### src/rtl/useq_call_stack.sv
// Microsequencer call/return stack: registered TOS over a circular RAM.
// Tracks occupancy and flags sticky overflow/underflow errors.
module useq_call_stack #(
    parameter int AW    = 12,
    parameter int DEPTH = 16
) (
    input  logic                       clk,
    input  logic                       rst_n,
    input  logic                       clken,
    input  logic                       call,
    input  logic                       ret,
    input  logic                       clr_err,
    input  logic [AW-1:0]              addr_in,
    output logic [AW-1:0]              addr_out,
    output logic [$clog2(DEPTH):0]     count,
    output logic                       empty,
    output logic                       full,
    output logic                       overflow,
    output logic                       underflow
);

    localparam int PW = $clog2(DEPTH);
    localparam logic [PW:0]   CNT_MAX = (PW+1)'(DEPTH);
    localparam logic [PW:0]   CNT_ONE = (PW+1)'(1);
    localparam logic [PW-1:0] SP_ONE  = PW'(1);

    logic [AW-1:0] r_mem [DEPTH];
    logic [PW-1:0] r_sp;
    logic [PW:0]   r_count;
    logic [AW-1:0] r_tos;
    logic          r_ovf;
    logic          r_udf;

    logic          w_call;
    logic          w_ret;
    logic          w_both;
    logic          w_full;
    logic          w_empty;
    logic          w_spill;
    logic [PW-1:0] w_sp_m1;

    assign w_call  = clken & call & ~ret;
    assign w_ret   = clken & ret & ~call;
    assign w_both  = clken & call & ret;
    assign w_full  = (r_count == CNT_MAX);
    assign w_empty = (r_count == '0);
    assign w_spill = w_call & ~w_empty;
    assign w_sp_m1 = r_sp - SP_ONE;

    // Old TOS spills into the RAM only when a real entry is being pushed down.
    always_ff @(posedge clk) begin
        if (w_spill) begin
            r_mem[r_sp] <= r_tos;
        end
    end

    always_ff @(posedge clk or negedge rst_n) begin
        if (!rst_n) begin
            r_sp    <= '0;
            r_count <= '0;
            r_tos   <= '0;
            r_ovf   <= 1'b0;
            r_udf   <= 1'b0;
        end else begin
            if (clken && clr_err) begin
                r_ovf <= 1'b0;
                r_udf <= 1'b0;
            end
            if (w_call) begin
                r_tos <= addr_in;
                if (w_spill) begin
                    r_sp <= r_sp + SP_ONE;
                end
                if (w_full) begin
                    r_ovf <= 1'b1;
                end else begin
                    r_count <= r_count + CNT_ONE;
                end
            end else if (w_ret) begin
                if (r_count > CNT_ONE) begin
                    r_tos   <= r_mem[w_sp_m1];
                    r_sp    <= w_sp_m1;
                    r_count <= r_count - CNT_ONE;
                end else if (r_count == CNT_ONE) begin
                    r_tos   <= '0;
                    r_count <= '0;
                end else begin
                    r_udf <= 1'b1;
                end
            end else if (w_both) begin
                r_tos <= addr_in;
                if (w_empty) begin
                    r_count <= CNT_ONE;
                end
            end
        end
    end

    assign addr_out  = r_tos;
    assign count     = r_count;
    assign empty     = w_empty;
    assign full      = w_full;
    assign overflow  = r_ovf;
    assign underflow = r_udf;

endmodule

### config.mk
export PLATFORM = sky130hd
export DESIGN_NAME = useq_call_stack
export DESIGN_NICKNAME = d
export VERILOG_FILES = /design/src/rtl/useq_call_stack.sv
export SDC_FILE = /design/constraint.sdc
export NUM_CORES = 1
export LEC_CHECK = 0
export ABC_CLOCK_PERIOD_IN_PS = 7000
export CAP_MARGIN = 20
export CORE_ASPECT_RATIO = 1.5
export CORE_UTILIZATION = 50
export CTS_BUF_LIST = sky130_fd_sc_hd__clkbuf_4 sky130_fd_sc_hd__clkbuf_8 sky130_fd_sc_hd__clkbuf_16
export DETAILED_ROUTE_END_ITERATION = 10
export MAX_ROUTING_LAYER = met4
export PLACE_DENSITY = 0.65
export SYNTH_ARGS = -nofsm -noshare
export SYNTH_HDL_FRONTEND = slang
export SYNTH_SLANG_ARGS = --single-unit
### constraint.sdc
create_clock -name clk -period 7 [get_ports clk]
set_clock_uncertainty 0.2 [all_clocks]
set_input_delay 0.7 -clock clk [delete_from_list [all_inputs] [get_ports clk]]
set_output_delay 0.7 -clock clk [all_outputs]
set_load 0.03 [all_outputs]
==> flow_summary.yaml <==
clocking:
  cts.sinks: 215
  cts_hold_buf: 0
  clockBufferDepth: 3
  clk_pin_slew_ns: 0.07
  cts_resized: 0
  numCtsBuffers: 21
  htree_levels: 1
  root_buffer: "clkbuf_16"
  clkLatencyLatePin_ns: 0.49
  cts_setup_buffers: 0
  tritoncts: "built"
floorplan:
  die_w_um: 111
  num_rows: 59
  die_area_um2: 18300
  initial_utilization_pct: 51.3
  num_io_pins: 39
  core_area_um2: 17300
  die_h_um: 165
detailed_routing:
  dr.pass1.iters: 5
  first_iter_violations: 415
  wl_per_cell_um: 24.2
  vias: 4851
  vias_per_cell: 6.14
  drt-total-wl_um: 19100
  drc: 0
  ant_nets: 0
setup_path:
  startpoint_type: "flop"
  required_ns: 7.22
  cp_max_fo: 32
  endpoint_kind: "flop"
  crit_type: "flop to flop"
  arrival_ns: 4.40
logic_synthesis:
  synthCells: 503
  synth_common_cells: "192 x edfxtp_1, 59 x mux2i_1, 24 x mux4_2, 24 x nand2_1, 23 x dfrtp_1"
  yosys-top-cells-area: "edfxtp_1 65%, mux2i_1 6.6%, dfrtp_1 6.5%, mux4_2 6.1%, a221oi_2 1.5%"
  synth_edf_count: 192
  synth-compound-area-share_pct: 7.92
  synth_fp_nets: 529
  synth_top_area_cell: "edfxtp_1"
  syn_area_um2: 8900
  yosysMostFrequentCell: "edfxtp_1"
  synth_xor_xnor_area_share_pct: 0.675
  ys_seq_area_share_pct: 71.3
  synth_simple_gate_area_share_pct: 4.40
  synth_area_per_cell_um2: 17.7
  synthDominantCellAreaShare_pct: 64.8
  synthFlopType: "edfxtp_1"
  async_reset_ff_share_pct: 10.7
  synth_top_family_by_area: "multiplexers"
  yosys.area_share.adder_pct: 1.12
  yosysWarnings: 0
  synth-seq-cells: 215
  ys_types: 49
  synth_mux_area_share_pct: 12.8
sta:
  period_needed_ns: 4.18
  hold_violations: 0
  fmax_mhz: 239
  slew_violations: 0
  setup_violations: 0
  worstMarginPinSlew_ns: 1.10
  fin_crit_sh_pct: 59.7
  fin_ws_ns: 2.82
  rsz0062_at_grt: "no"
  tns_ns: 0
  slew_headroom_pct: 26.8
hold_path:
  hp-class: "flop to flop"
final_layout:
  syn_to_final_growth_pct: 15.8
  drive_gt1_share_pct: 17.7
  nets: 588
  fillers: 1264
placement:
  port_buffers: 38
  dp_hpwl_um: 12500
  place_ws_ns: 2.78
  gp_congestion: 0.798
grt:
  grt_overflow: 0
  track_usage_pct: 21.9
  grt_pass1_vias: 4976
  antenna_found_initial: 1
  grt_start_max_net_pins: 41
  grt_pass1_wl_um: 28900
pwr:
  p_per_area_nw_per_um2: 447
  p_leak_nw: 3.56
  ir_drop_uv: 414
job:
  maxCapViolations: 0
status:
  status: "finished clean"
-- layer usage --
metal	wire, µm	share of wire [%]	GRT usage (%)
met1	7380	39	25.2
met2	10100	53	38.4
met3	852	4.5	2.85
met4	739	3.9	10.5
met5	0	0	-
-- cell type report --
type / count / area [µm²] / share of cell area, %
Antenna cell: 1 / 2.50 / 0.0243
Clock buffer: 23 / 541 / 5.25
Clock inverter: 14 / 153 / 1.48
Inverter: 6 / 22.5 / 0.219
Multi-Input combinational cell: 258 / 2430 / 23.6
Sequential cell: 215 / 6340 / 61.6
Tap cell: 213 / 267 / 2.59
Timing Repair Buffer: 60 / 546 / 5.29
-- where the power goes --
part / total (mW) / switching [mW] / internal, mW
registers: 1.93 / 0.274 / 1.66
clock network: 1.13 / 0.457 / 0.671
logic: 1.55 / 0.866 / 0.680
-- flip-flops by register name (all words and copies together), names as in the netlist --
signal	count
r_sp	4
underflow	1
r_mem	192
count	5
overflow	1
addr_out	12
-- per-stage QoR --
step	power (mW)	std cells	instance area, µm²	utilization [%]	hold slack (ns)
2_1_floorplan	3.02	503	8900	-	0.204
3_3_place_gp	3.48	751	9600	55.3	0.296
3_5_place_dp	3.52	752	9610	55.4	0.303
4_1_cts	4.64	789	10300	59.4	0.318
5_1_grt	4.81	790	10300	59.4	0.331
6_report	4.61	790	10300	59.4	0.307
-- logic make-up (layout without fill, tap and decap cells) --
| logic type | count (synthesis) | in the layout |
|---|---|---|
| flip-flops | 215 | 215 |
| buffers and inverters | 30 | 103 |
| other | 0 | 1 |
| AO/OA/AOI/OAI | 82 | 82 |
| XOR/XNOR | 6 | 6 |
| AND/OR/NAND/NOR | 78 | 78 |
| multiplexers | 84 | 84 |
| adder cells (fa/ha/maj) | 8 | 8 |
-- cell usage in the layout (no fill, tap or decap), types with 4 or more instances in the layout --
cell type and n:
a21oi_1 7, a221o_1 11, a221oi_2 9, buf_4 22, clkbuf_16 21, clkdlybuf4s50_1 38
clkinv_1 4, clkinv_2 4, dfrtp_1 22, edfxtp_1 192, ha_1 7, inv_1 6
mux2i_1 59, mux4_2 24, nand2_1 24, nand3b_1 12, nor2_1 21, nor3_2 4
o21ai_0 14, o21ai_1 6, o221a_1 9, xnor2_1 4
-- final timing paths --
check | slack, ns | cells past startpoint | start | endpoint
setup / recovery | 2.82 | 7 | r_sp[0] | addr_out[11]
hold / removal | 0.31 | 1 | underflow | underflow
setup reg to reg | 2.82 | 7 | r_sp[0] | addr_out[11]
hold reg to reg | 0.31 | 1 | underflow | underflow
max in group asynchronous | 5.93 | 2 | rst_n | r_sp[0]
min in group asynchronous | 0.39 | 2 | rst_n | count[0]
-- worst max-delay path, stage by stage (launching register included) --
cell and delay (ns):
dfrtp_2 1.01, inv_1 0.27, ha_4 0.26, xor2_2 0.83
nor2_1 0.51, a221o_1 0.43, a221oi_1 0.29, o221a_2 0.28
Power figures use the tool's default switching activity.
